## config.mk

```make
export PLATFORM = sky130hd
export DESIGN_NAME = packer_ts_n
export DESIGN_NICKNAME = d
export VERILOG_FILES = /design/src/rtl/packer_ts_pkg.sv /design/src/rtl/packer_ts_n_sample_compactor.sv /design/src/rtl/packer_ts_n.sv
export SDC_FILE = /design/constraint.sdc
export NUM_CORES = 1
export LEC_CHECK = 0
export BUFFER_PORTS_ARGS = -buffer_cell sky130_fd_sc_hd__buf_4
export CAP_MARGIN = 10
export CELL_PAD_IN_SITES_DETAIL_PLACEMENT = 1
export CELL_PAD_IN_SITES_GLOBAL_PLACEMENT = 1
export CORE_UTILIZATION = 43
export CTS_CLUSTER_SIZE = 14
export DETAILED_ROUTE_END_ITERATION = 10
export PLACE_DENSITY_LB_ADDON = 0.1
export SLEW_MARGIN = 20
export SYNTH_ARGS = -nofsm -noshare
export SYNTH_HDL_FRONTEND = slang
export SYNTH_SLANG_ARGS = --single-unit
```

## constraint.sdc

```tcl
create_clock -name clk -period 10.6 [get_ports clk]
set_clock_uncertainty 0.2 [all_clocks]
set_input_delay 3.18 -clock clk [delete_from_list [all_inputs] [get_ports clk]]
set_output_delay 3.18 -clock clk [all_outputs]
set_load 0.01 [all_outputs]
```

## src/rtl/packer_ts_pkg.sv

```systemverilog
// Shared helpers for the timestamped sample packer: lane geometry and
// channel-mask arithmetic used by the compactor and the top level.
package packer_ts_pkg;

  localparam int MAX_CHANS = 64;

  function automatic int calc_lanes(input int out_w, input int sample_w);
    return out_w / sample_w;
  endfunction

  // One extra bit so fill can be compared against LANES without wrapping
  function automatic int calc_fill_w(input int lanes);
    return $clog2(lanes) + 1;
  endfunction

  function automatic int popcount(input logic [MAX_CHANS-1:0] mask);
    int cnt;
    cnt = 0;
    for (int i = 0; i < MAX_CHANS; i++) cnt += int'(mask[i]);
    return cnt;
  endfunction

  // Channel index feeding output lane 'lane', or -1 when fewer channels are enabled
  function automatic int lane_sel(input logic [MAX_CHANS-1:0] mask, input int lane);
    int cnt;
    int sel;
    cnt = 0;
    sel = -1;
    for (int i = 0; i < MAX_CHANS; i++) begin
      if (mask[i]) begin
        if (cnt == lane && sel < 0) sel = i;
        cnt++;
      end
    end
    return sel;
  endfunction

endpackage

```

## src/rtl/packer_ts_n_sample_compactor.sv

```systemverilog
// Combinational compaction of the enabled channels into consecutive lanes,
// lowest enabled channel in lane 0; unused lanes are driven to zero.
module sample_compactor import packer_ts_pkg::*; #(
  parameter int NUM_CHANS = 4,
  parameter int SAMPLE_W  = 16,
  parameter int LANES     = 4,
  parameter int FILL_W    = 3
) (
  input  logic [NUM_CHANS-1:0]          i_mask,
  input  logic [NUM_CHANS*SAMPLE_W-1:0] i_data,
  output logic [LANES*SAMPLE_W-1:0]     o_compacted,
  output logic [FILL_W-1:0]             o_k
);

  logic [MAX_CHANS-1:0] w_mask_ext;

  assign w_mask_ext = MAX_CHANS'(i_mask);
  assign o_k        = FILL_W'(popcount(w_mask_ext));

  always_comb begin
    o_compacted = '0;
    for (int l = 0; l < LANES; l++) begin
      for (int c = 0; c < NUM_CHANS; c++) begin
        if (lane_sel(w_mask_ext, l) == c)
          o_compacted[l*SAMPLE_W +: SAMPLE_W] = i_data[c*SAMPLE_W +: SAMPLE_W];
      end
    end
  end

endmodule

```

## src/rtl/packer_ts_n.sv

```systemverilog
// Packs masked channel samples into OUT_W words tagged with the lane-0 timestamp,
// with a one-deep output register, sticky overflow and a first-word sync flag.
module packer_ts_n import packer_ts_pkg::*; #(
  parameter int NUM_CHANS = 4,
  parameter int SAMPLE_W  = 16,
  parameter int OUT_W     = 64,
  parameter int TS_W      = 64
) (
  input  logic                          clk,
  input  logic                          reset,
  input  logic [TS_W-1:0]               timestamp_in,
  input  logic [NUM_CHANS-1:0]          chan_mask,
  input  logic                          en,
  input  logic [NUM_CHANS*SAMPLE_W-1:0] data_in,
  input  logic                          data_out_ready,
  output logic                          data_out_valid,
  output logic [OUT_W-1:0]              data_out,
  output logic                          data_out_sync,
  output logic [TS_W-1:0]               timestamp_out,
  output logic                          overflow
);

  localparam int LANES  = calc_lanes(OUT_W, SAMPLE_W);
  localparam int FILL_W = calc_fill_w(LANES);
  localparam int LW     = LANES * SAMPLE_W;

  logic [LW-1:0]        w_compacted;
  logic [FILL_W-1:0]    w_k;
  logic [FILL_W:0]      w_sum;
  logic [2*LW-1:0]      w_shift;
  logic [2*LW-1:0]      w_merged;
  logic [TS_W-1:0]      w_word_ts;
  logic                 w_mask_chg;
  logic                 w_accept;
  logic                 w_complete;
  logic                 w_spill;
  logic                 w_out_free;

  logic [NUM_CHANS-1:0] r_mask_q;
  logic [FILL_W-1:0]    r_fill;
  logic [2*LW-1:0]      r_stage;
  logic [TS_W-1:0]      r_ts_part;
  logic                 r_sync_pend;
  logic                 r_valid;
  logic [OUT_W-1:0]     r_data;
  logic [TS_W-1:0]      r_ts;
  logic                 r_sync;
  logic                 r_ovf;

  sample_compactor #(
    .NUM_CHANS (NUM_CHANS),
    .SAMPLE_W  (SAMPLE_W),
    .LANES     (LANES),
    .FILL_W    (FILL_W)
  ) u_compactor (
    .i_mask      (r_mask_q),
    .i_data      (data_in),
    .o_compacted (w_compacted),
    .o_k         (w_k)
  );

  assign w_mask_chg = (chan_mask != r_mask_q);
  assign w_accept   = en && !w_mask_chg && (r_mask_q != '0);
  assign w_sum      = {1'b0, r_fill} + {1'b0, w_k};
  assign w_complete = w_accept && (w_sum >= (FILL_W+1)'(LANES));
  assign w_spill    = (w_sum > (FILL_W+1)'(LANES));
  assign w_out_free = !r_valid || data_out_ready;
  assign w_word_ts  = (r_fill == '0) ? timestamp_in : r_ts_part;
  assign w_shift    = {{LW{1'b0}}, w_compacted} << (r_fill * SAMPLE_W);

  // Lanes below fill keep the staged partial word, the rest take new samples
  always_comb begin
    w_merged = w_shift;
    for (int j = 0; j < LANES; j++) begin
      if (j < int'(r_fill)) w_merged[j*SAMPLE_W +: SAMPLE_W] = r_stage[j*SAMPLE_W +: SAMPLE_W];
    end
  end

  // Stage 0: staging lanes and partial-word timestamp (data only, no reset)
  always_ff @(posedge clk) begin
    if (w_accept) begin
      r_stage <= w_complete ? (w_merged >> LW) : w_merged;
      if (r_fill == '0 || w_spill) r_ts_part <= timestamp_in;
    end
  end

  // Stage 1: fill/mask control, output register and handshake
  always_ff @(posedge clk) begin
    if (reset) begin
      r_mask_q    <= chan_mask;
      r_fill      <= '0;
      r_sync_pend <= 1'b1;
      r_valid     <= 1'b0;
      r_data      <= '0;
      r_ts        <= '0;
      r_sync      <= 1'b0;
      r_ovf       <= 1'b0;
    end else begin
      if (r_valid && data_out_ready) r_valid <= 1'b0;
      if (w_mask_chg) begin
        r_mask_q    <= chan_mask;
        r_fill      <= '0;
        r_sync_pend <= 1'b1;
      end else if (w_accept) begin
        r_fill <= w_complete ? FILL_W'(w_sum - (FILL_W+1)'(LANES)) : w_sum[FILL_W-1:0];
        if (w_complete) begin
          if (w_out_free) begin
            r_valid     <= 1'b1;
            r_data      <= w_merged[LW-1:0];
            r_ts        <= w_word_ts;
            r_sync      <= r_sync_pend;
            r_sync_pend <= 1'b0;
          end else begin
            r_ovf       <= 1'b1;
            r_sync_pend <= 1'b1;
          end
        end
      end
    end
  end

  assign data_out_valid = r_valid;
  assign data_out       = r_data;
  assign data_out_sync  = r_sync;
  assign timestamp_out  = r_ts;
  assign overflow       = r_ovf;

endmodule
```

==> out/metrics.csv, run 1 <==
stage,metric,value,unit
final_layout,Final #Nets,2033,
logic_synthesis,library cells used by synthesis,67,
global_route,vias in the first global route,14143,
detailed_routing,DRC viols,0,
global_route,GRT met3 Usage,4.56,%
global_route,Overflow after GRT,0,
worst_setup_path,crit-path max FO,75,
final_layout,final core occ,53.0,%
cts,Setup Buffers After CTS,0,
global_route,GR Layer Usage met2,44.6,%
floorplanning,Die Y,189,µm
logic_synthesis,Post-synth ARST share,0,%
logic_synthesis,synthesized flop and latch total,267,
placed_design,Detail Placement HPWL,38900,µm
sta,Final min period,5.76,ns
power,Overall Power,2.58,mW
cts,H-tree depth,1,
worst_setup_path,critical path class,in2reg,
logic_synthesis,yosys warns,0,
placed_design,"worst slack, placed",3.74,ns
cts,cts hold-fix bufs,0,
cts,post-CTS sizing,0,
global_route,Top Usage Layer GRT,met1,
detailed_routing,Wirelength per Cell,24.2,µm
detailed_routing,drt initial violations,1367,
final_layout,layout cells sized above 1,19.7,%
worst_setup_path,critical path launch point type,input pin,
floorplanning,core area,34500,µm²
sta,upper clock frequency limit,0.174,GHz
cts,Clock Latency Late Sink,0.58,ns
status,status,finished clean,
sta,max_slew headroom,12.5,%
final_layout,area grow syn2layout,21.1,%
sta,fin worst setup slack,4.84,ns
worst_setup_path,worst reg2reg path depth,15,
power,sequential cell fraction of total power,43.3,%
logic_synthesis,Syn Nets,1864,
logic_synthesis,commonest cells in the netlist,"260 x nand2_1, 207 x nor2_1, 135 x dfxtp_1",
logic_synthesis,cell taking the most area after synthesis,edfxtp_1,
sta,unrepaired setup endpoints after global routing,no,
logic_synthesis,prevailing post-synth register cell,dfxtp_1,
final_layout,n_diodes,0,
worst_hold_path,type of the worst min-delay path,reg2reg,
power,pwr dens,141,nW/µm²
logic_synthesis,most common cell in the synthesized netlist,nand2_1,
detailed_routing,total number of vias,14866,
cts,CTS Buf Count,31,
floorplanning,initial core utilization,43.8,%
global_route,global-route wire length before repair,86200,µm
power,P_sw,717,µW
global_route,initial antenna violation count,0,
final_layout,Fill cells,4037,
placed_design,Final GP Congestion,0.962,
power,Peak VDD IR,142,µV
sta,setup TNS,0,ns
worst_setup_path,Worst Path Arrival,5.89,ns
global_route,largest net degree at the start of global routing,83,
floorplanning,num ports,267,
global_route,GR Util All Layers,30.7,%
sta,Slew @ Worst Pin,1.30,ns
cts,clk root buf,clkbuf_16,
detailed_routing,routed vias/inst,6.29,
global_route,GR Util met1,45.5,%
floorplanning,DIE AREA,35900,µm²
worst_hold_path,hold depth,2,
logic_synthesis,syn avg cell area,8.82,µm²
power,Clock Power Share,40.5,%
power,leakage,6.73,nW
placed_design,dpl cell area,17300,µm²
cts,CTS tree,yes,
floorplanning,chip width,189,µm
logic_synthesis,Synth top area share,26.2,%
detailed_routing,drt pass-1 iters,6,
logic_synthesis,Post-synth EDFFs,132,
sta,max-slew violations,0,
logic_synthesis,cells taking the most area after synthesis,"edfxtp_1 26%, dfxtp_1 18%, nand2_1 6.5%",
worst_setup_path,CP endpoint kind,flop,
detailed_routing,WL final,57100,µm
detailed_routing,remaining antenna violation count,0,
placed_design,I/O Buffers,266,
sta,Final setup viols,0,
cts,clock sinks,267,
cts,CTS Buffer Depth,3,
job,max_cap viols,0,
logic_synthesis,Netlist Area Pre-Place,15100,µm²
power,Int Pwr,1.86,mW
power,switching share of power,27.8,%
logic_synthesis,register area share after synthesis,44.1,%
floorplanning,standard-cell row count,68,
sta,Final Hold Violating Endpoints,0,
cts,"Reg clk slew, reported paths",0.06,ns
logic_synthesis,synthesized instance count,1714,
power,Gate power share,16.3,%
worst_setup_path,Critical Path RT,10.73,ns
sta,fin crit share,54.4,%
final_layout,Final Cell Area,18300,µm²
-- stage by stage --
step / hold slack [ns] / cells
detailed placement: 0.244 / 2304
global route: 0.274 / 2362
global placement: 0.241 / 2304
finish: 0.256 / 2362
CTS: 0.258 / 2361
floorplan: 0.232 / 1714
-- worst max-delay path, stage by stage --
cell      delay (ns)
buf_4           0.12
xnor2_1         0.14
and4_1          0.30
o211ai_4        0.18
buf_4           0.73
and2_1          0.83
o221ai_1        0.19
a21boi_0        0.16
-- flip-flops by register name, summed over array words and instances, names as in the netlist --
signal and flops:
data_out 64, r_sync_pend 1, r_fill 3, timestamp_out 64
data_out_valid 1, r_stage 64, data_out_sync 1, r_ts_part 64
r_mask_q 4, overflow 1
-- cell usage in the layout, fill, tap and decap left out, drive strengths merged, types with 5 or more instances in the layout --
master | Yosys | final
o221ai | 8 | 8
a21oi | 136 | 136
a211o | 10 | 10
o41ai | 9 | 9
a2bb2oi | 11 | 11
xnor2 | 5 | 5
buf | 30 | 292
o32ai | 8 | 8
and2 | 5 | 5
clkinv | 0 | 11
o22a | 8 | 8
inv | 16 | 17
a32oi | 7 | 7
a311oi | 72 | 72
nand3 | 18 | 18
nor2 | 207 | 207
nand3b | 22 | 22
o211ai | 11 | 11
mux2i | 52 | 52
a211oi | 52 | 52
nor3 | 20 | 20
edfxtp | 132 | 132
ha | 11 | 11
o22ai | 31 | 31
a221o | 10 | 10
a221oi | 14 | 14
nor2b | 13 | 13
a32o | 16 | 16
dfxtp | 135 | 135
a22o | 34 | 34
a22oi | 34 | 34
and3 | 9 | 9
o2bb2ai | 8 | 8
nand2b | 17 | 17
o21ai | 104 | 104
a2111oi | 8 | 8
clkbuf | 126 | 44
nand2 | 260 | 260
a31oi | 14 | 14
-- cell families (layout without fill, tap and decap cells) --
| kind of cell | after synthesis | after routing | synth area share, % |
|---|---|---|---|
| flops | 267 | 267 | 44.1 |
| mux | 55 | 55 | 4.33 |
| fa+ha+maj | 14 | 14 | 1.31 |
| xor+xnor | 5 | 5 | 0.290 |
| compound gates | 618 | 618 | 28.9 |
| buf+inv | 172 | 365 | 4.66 |
| simple gates | 583 | 583 | 16.4 |
-- routing by layer --
metal  routed length, µm  part of all wire, %  vias up
li1                    -                    -     6794
met4                2140                  3.8        0
met1               26000                   46     7376
met3                4530                  7.9       76
met5                   0                    0        -
met2               24400                   43      620
-- area by class of cell --
type	count	area [µm²]	area share (%)
multi-input cells	1275	7820	42.7
clock buffers	44	886	4.84
inverters	16	60.1	0.328
well taps	455	569	3.11
clock inverters	13	100	0.547
repair buffers	292	2200	12.0
flip-flops and latches	267	6670	36.4
-- power by group through the flow --
stage          Combinational [mW]  Sequential, mW  Clock [mW]
2_1_floorplan               0.242            1.14           0
3_3_place_gp                0.398            1.14           0
3_5_place_dp                0.406            1.14           0
4_1_cts                     0.409            1.12        1.06
5_1_grt                     0.445            1.12        1.10
6_report                    0.419            1.12        1.04
-- final timing paths --
check / start / to / slack, ns
min reg2reg: data_out[7] / data_out[7] / 0.26
max reg2reg: r_mask_q[0] / r_stage[46] / 5.19
min: data_out[7] / data_out[7] / 0.26
max: chan_mask[2] / r_stage[46] / 4.84
No activity file was read; power rests on OpenSTA's default activity.
==> run 2: changes to the inputs <==
==> constraint.sdc (replaced) <==
create_clock -name clk -period 5.77 [get_ports clk]
set_clock_uncertainty 0.2 [all_clocks]
set_input_delay 1.731 -clock clk [delete_from_list [all_inputs] [get_ports clk]]
set_output_delay 1.731 -clock clk [all_outputs]
set_load 0.01 [all_outputs]
==> run 2 against run 1 <==
  * Power is 83% higher
  * Critical endpoint is now data_out[46]
  * Wire length is 0.63% lower
  * First-iteration DRC count is 15% lower
  * Non-clock buffer count is 13 higher
  * Clock power is 80% higher
  * Critical path type is now reg2reg
  * Cell count is 0.51% higher
==> out/metrics.csv, run 2 (synthesis gave the netlist of run 1 again) <==
stage,metric,value,unit
status,status,finished clean,
cts,clock sinks,267,
placed_design,dpl cell area,17400,µm²
worst_setup_path,"critical path, cell by cell",inv_1 -> ha_1 -> inv_1 -> fa_1 -> inv_1 -> ha_1 -> inv_1 -> fa_1 -> nor2b_1 -> a21oi_1 -> o211ai_4 -> or3_1 -> a2111oi_0 -> a21o_1,
floorplanning,num ports,267,
cts,CTS Buffer Depth,3,
final_layout,n_diodes,0,
worst_setup_path,Worst Path Arrival,5.33,ns
worst_setup_path,CP endpoint kind,flop,
final_layout,Final Cell Area,18400,µm²
worst_setup_path,crit-path max FO,17,
worst_setup_path,Critical Path RT,6.07,ns
detailed_routing,Wirelength per Cell,23.9,µm
floorplanning,chip width,189,µm
final_layout,Fill cells,4048,
worst_setup_path,Max stage delay on crit path,0.99,ns
global_route,vias in the first global route,14762,
detailed_routing,WL final,56700,µm
global_route,global-route wire length before repair,86900,µm
worst_setup_path,"Slowest-stage cell, CP",a2111oi_0,
sta,fin worst setup slack,0.738,ns
detailed_routing,routed vias/inst,6.28,
power,leakage,6.79,nW
power,Peak VDD IR,208,µV
global_route,largest net degree at the start of global routing,96,
sta,Final Hold Violating Endpoints,0,
final_layout,Final #Nets,2045,
floorplanning,standard-cell row count,68,
sta,setup TNS,0,ns
final_layout,area grow syn2layout,21.7,%
final_layout,layout cells sized above 1,20.1,%
job,max_cap viols,0,
placed_design,Final GP Congestion,0.968,
placed_design,I/O Buffers,266,
worst_hold_path,type of the worst min-delay path,reg2reg,
sta,Final setup viols,0,
sta,upper clock frequency limit,0.199,GHz
cts,Setup Buffers After CTS,0,
detailed_routing,drt initial violations,1163,
sta,unrepaired setup endpoints after global routing,no,
floorplanning,Die Y,189,µm
final_layout,most frequent cells in the layout,"304 x buf_4, 258 x nand2_1, 202 x nor2_1",
worst_setup_path,critical path class,reg2reg,
global_route,initial antenna violation count,1,
sta,max-slew violations,0,
cts,CTS tree,yes,
sta,max_slew headroom,28.1,%
cts,post-CTS sizing,0,
floorplanning,initial core utilization,43.8,%
cts,Clock Latency Late Sink,0.57,ns
detailed_routing,DRC viols,0,
worst_setup_path,Most common cell on crit path,inv_1,
placed_design,Detail Placement HPWL,40200,µm
global_route,GR Util All Layers,30.8,%
detailed_routing,remaining antenna violation count,0,
sta,fin crit share,87.2,%
sta,Slew @ Worst Pin,1.08,ns
global_route,Overflow after GRT,0,
cts,CTS Buf Count,30,
detailed_routing,drt pass-1 iters,5,
placed_design,"worst slack, placed",0.796,ns
cts,cts hold-fix bufs,0,
cts,"Reg clk slew, reported paths",0.07,ns
sta,Final min period,5.03,ns
floorplanning,core area,34500,µm²
worst_setup_path,critical path launch point type,flop,
cts,clk root buf,clkbuf_16,
cts,H-tree depth,1,
detailed_routing,total number of vias,14916,
power,pwr dens,256,nW/µm²
final_layout,"most common cell after layout, fill and taps aside",buf_4,
placed_design,Placed Cells,2318,
power,Overall Power,4.71,mW
floorplanning,DIE AREA,35900,µm²
final_layout,final instance count without filler cells,2374,
-- run 2: cell count changes in the layout (fill, tap and decap cells not counted), moves of 3 or more --
cell,previous run,this run
o21ai_1,1,4
clkinv_2,8,5
o21ai_0,103,100
clkbuf_8,4,7
buf_4,291,304
-- run 2: final cells by class --
class	count	area [µm²]	area share [%]
Multi-Input combinational cell	1275	7810	42.5
Sequential cell	267	6670	36.3
Clock buffer	46	902	4.90
Clock inverter	10	80.1	0.435
Timing Repair Buffer	305	2300	12.5
Tap cell	455	569	3.10
Inverter	16	60.1	0.327
-- run 2: worst paths after layout --
path	slack, ns	start	cells after the start	end
setup reg to reg	0.74	r_mask_q[1]	14	data_out[46]
hold reg to reg	0.25	data_out[46]	1	data_out[46]
hold / removal	0.25	data_out[46]	1	data_out[46]
setup / recovery	0.74	r_mask_q[1]	14	data_out[46]
-- run 2: critical path, delay by kind of cell (launching register included) --
family,cells,cell delay [ns]
AOI/OAI and AO/OA,4,1.67
and+or+nand+nor,2,0.92
DFF,1,0.48
buffers and inverters,4,0.34
adders and majority gates,4,1.35
-- run 2: through the flow --
step / hold WS, ns / util, %
CTS: 0.257 / 53.2
floorplan: 0.232 / -
finish: 0.255 / 53.2
global placement: 0.240 / 50.4
detailed placement: 0.246 / 50.4
global route: 0.282 / 53.2
-- run 2: report_power, final --
part           switching, mW  internal [mW]  total (mW)  leakage [nW]
combinational          0.505          0.281       0.786          4.04
clock                  0.795           1.08        1.87         0.484
sequential            0.0149           2.03        2.05          2.26
-- run 2: routing by layer --
metal	vias up	GRT usage [%]	share of wire, %
met5	-	0	0
met4	0	12.1	4.1
met3	94	5.00	8.4
met2	617	45.6	43
met1	7380	44.4	45
li1	6825	-	-
==> run 3: changes to the inputs <==
--- a/config.mk
+++ b/config.mk
@@ -5,11 +5,12 @@
 export SDC_FILE = /design/constraint.sdc
 export NUM_CORES = 1
 export LEC_CHECK = 0
+export ABC_AREA = 1
 export BUFFER_PORTS_ARGS = -buffer_cell sky130_fd_sc_hd__buf_4
 export CAP_MARGIN = 10
 export CELL_PAD_IN_SITES_DETAIL_PLACEMENT = 1
 export CELL_PAD_IN_SITES_GLOBAL_PLACEMENT = 1
-export CORE_UTILIZATION = 43
+export CORE_UTILIZATION = 41
 export CTS_CLUSTER_SIZE = 14
 export DETAILED_ROUTE_END_ITERATION = 10
 export PLACE_DENSITY_LB_ADDON = 0.1
==> run 3 against run 2 <==
  * Die area is 2.7% higher
  * Worst hold slack better by 0.032 ns
  * Clock power is 6% higher
  * Flip-flop and latch count stayed put
  * Sequential power hardly changed
  * Maximum frequency is 16% higher
  * Wire length is 1.5% higher
  * Cell count is 13% higher
  * Global-route usage is 0.13 points higher
  * Sequential share of layout area is 0.68 points higher
  * Register-to-register slack better by 0.69 ns
  * Power is 1.2% higher
==> out/metrics.csv, run 3 <==
stage,metric,value,unit
cts,cts hold-fix bufs,0,
power,leakage,7.95,nW
logic_synthesis,synthesized instance count,2007,
cts,clk root buf,clkbuf_16,
logic_synthesis,register area share after synthesis,45.0,%
global_route,vias in the first global route,14762,
job,max_cap viols,0,
detailed_routing,routed vias/inst,5.68,
cts,"Reg clk slew, reported paths",0.06,ns
sta,fin crit share,75.2,%
sta,upper clock frequency limit,0.231,GHz
logic_synthesis,Netlist Area Pre-Place,14800,µm²
worst_setup_path,CP endpoint kind,flop,
sta,max_slew headroom,28.9,%
detailed_routing,total number of vias,15195,
detailed_routing,drt pass-1 iters,7,
placed_design,"worst slack, placed",1.45,ns
logic_synthesis,Post-synth ARST share,0,%
placed_design,Detail Placement HPWL,40000,µm
final_layout,layout cells sized above 1,17.4,%
floorplanning,standard-cell row count,69,
detailed_routing,Wirelength per Cell,21.5,µm
global_route,global-route wire length before repair,87500,µm
detailed_routing,drt initial violations,1168,
floorplanning,num ports,267,
logic_synthesis,synthesized flop and latch total,267,
sta,setup TNS,0,ns
logic_synthesis,Syn Nets,2157,
detailed_routing,DRC viols,0,
cts,CTS tree,yes,
placed_design,Final GP Congestion,0.983,
cts,Setup Buffers After CTS,0,
logic_synthesis,Synth top area share,26.8,%
logic_synthesis,cell taking the most area after synthesis,edfxtp_1,
worst_setup_path,Critical Path RT,5.92,ns
final_layout,Final #Nets,2341,
worst_setup_path,crit-path max FO,18,
sta,unrepaired setup endpoints after global routing,no,
power,Peak VDD IR,241,µV
cts,CTS Buffer Depth,3,
logic_synthesis,syn avg cell area,7.38,µm²
final_layout,FF+latch area,6670,µm²
logic_synthesis,most common cell in the synthesized netlist,nand2_1,
global_route,GR Util All Layers,30.9,%
floorplanning,chip width,192,µm
sta,Final Hold Violating Endpoints,0,
final_layout,"most common cell after layout, fill and taps aside",nand2_1,
sta,Final setup viols,0,
status,status,finished clean,
final_layout,most frequent cells in the layout,"487 x nand2_1, 323 x nand3_1, 287 x buf_4",
sta,Final min period,4.34,ns
detailed_routing,WL final,57600,µm
cts,CTS Buf Count,31,
logic_synthesis,commonest cells in the netlist,"488 x nand2_1, 323 x nand3_1, 176 x nor2_1",
final_layout,footprint of the multi-input gates,7040,µm²
logic_synthesis,cells taking the most area after synthesis,"edfxtp_1 27%, dfxtp_1 18%, nand2_1 12%",
logic_synthesis,prevailing post-synth register cell,dfxtp_1,
global_route,initial antenna violation count,0,
logic_synthesis,Post-synth EDFFs,132,
cts,H-tree depth,1,
sta,fin worst setup slack,1.43,ns
worst_setup_path,Worst Path Arrival,4.49,ns
worst_hold_path,type of the worst min-delay path,reg2reg,
sta,Slew @ Worst Pin,1.07,ns
power,pwr dens,264,nW/µm²
logic_synthesis,library cells used by synthesis,37,
logic_synthesis,yosys warns,0,
final_layout,n_diodes,0,
global_route,Overflow after GRT,0,
worst_setup_path,critical path class,reg2reg,
floorplanning,DIE AREA,36900,µm²
final_layout,area grow syn2layout,21.9,%
sta,Hold WS,0.287,ns
floorplanning,core area,35600,µm²
placed_design,I/O Buffers,266,
sta,max-slew violations,0,
detailed_routing,remaining antenna violation count,0,
cts,clock sinks,267,
floorplanning,Die Y,192,µm
final_layout,Fill cells,4456,
worst_setup_path,critical path launch point type,flop,
global_route,largest net degree at the start of global routing,95,
floorplanning,initial core utilization,41.6,%
cts,Clock Latency Late Sink,0.60,ns
cts,post-CTS sizing,0,
run 3: final timing paths:
path | start | endpoint | slack, ns | depth (start not counted)
setup reg to reg | r_mask_q[1] | r_stage[60] | 1.43 | 14
hold / removal | overflow | overflow | 0.29 | 2
hold reg to reg | overflow | overflow | 0.29 | 2
setup / recovery | r_mask_q[1] | r_stage[60] | 1.43 | 14
run 3: per-layer routing:
metal | GRT usage, % | share of wire, % | vias to the layer above
li1 | - | - | 7229
met1 | 44.9 | 46 | 7340
met3 | 5.39 | 7.5 | 88
met5 | 0 | 0 | -
met4 | 10.3 | 3.3 | 0
met2 | 45.9 | 43 | 538
run 3: cell families (layout without fill, tap and decap cells):
family,after synthesis,after routing,synth area share (%)
AND/OR/NAND/NOR,1088,1088,32.2
AO/OA/AOI/OAI,363,363,13.4
buffers and inverters,271,480,7.80
flip-flops,267,267,45.0
adder cells (fa/ha/maj),14,14,1.34
XOR/XNOR,4,4,0.237
run 3: per-stage QoR:
stage                     power [mW]  area, µm²  instances  util [%]
after global routing            4.92      18100       2677      50.8
after detailed placement        2.80      17000       2619      47.8
after CTS                       4.78      18100       2677      50.8
after floorplan                 2.49      14800       2007         -
after global placement          2.78      17000       2619      47.8
final                           4.76      18100       2677      50.8
run 3: cell type report:
cell class / count / area share [%]
flip-flops and latches: 267 / 36.9
repair buffers: 291 / 12.4
clock inverters: 12 / 0.499
multi-input cells: 1469 / 39.0
clock buffers: 46 / 5.25
well taps: 461 / 3.19
inverters: 131 / 2.72
run 3: worst max-delay path, cell delays in order, from the launching register on:
cell	delay [ns]
edfxtp_1	0.47
inv_1	0.14
ha_1	0.36
ha_1	0.19
clkinv_1	0.53
nor2_4	0.62
nand3_2	0.42
nand2_1	0.31
nand2_1	0.12
nand3_1	0.20
nand3_1	0.18
nand3_1	0.15
nand2_1	0.07
nand2_1	0.06
nand2_1	0.05
run 3: where the power goes:
part | switching [mW] | internal, mW | leakage [nW]
clock network | 0.840 | 1.14 | 0.521
registers | 0.0120 | 2.03 | 2.29
logic | 0.515 | 0.225 | 5.14
total | 1.37 | 3.40 | 7.95
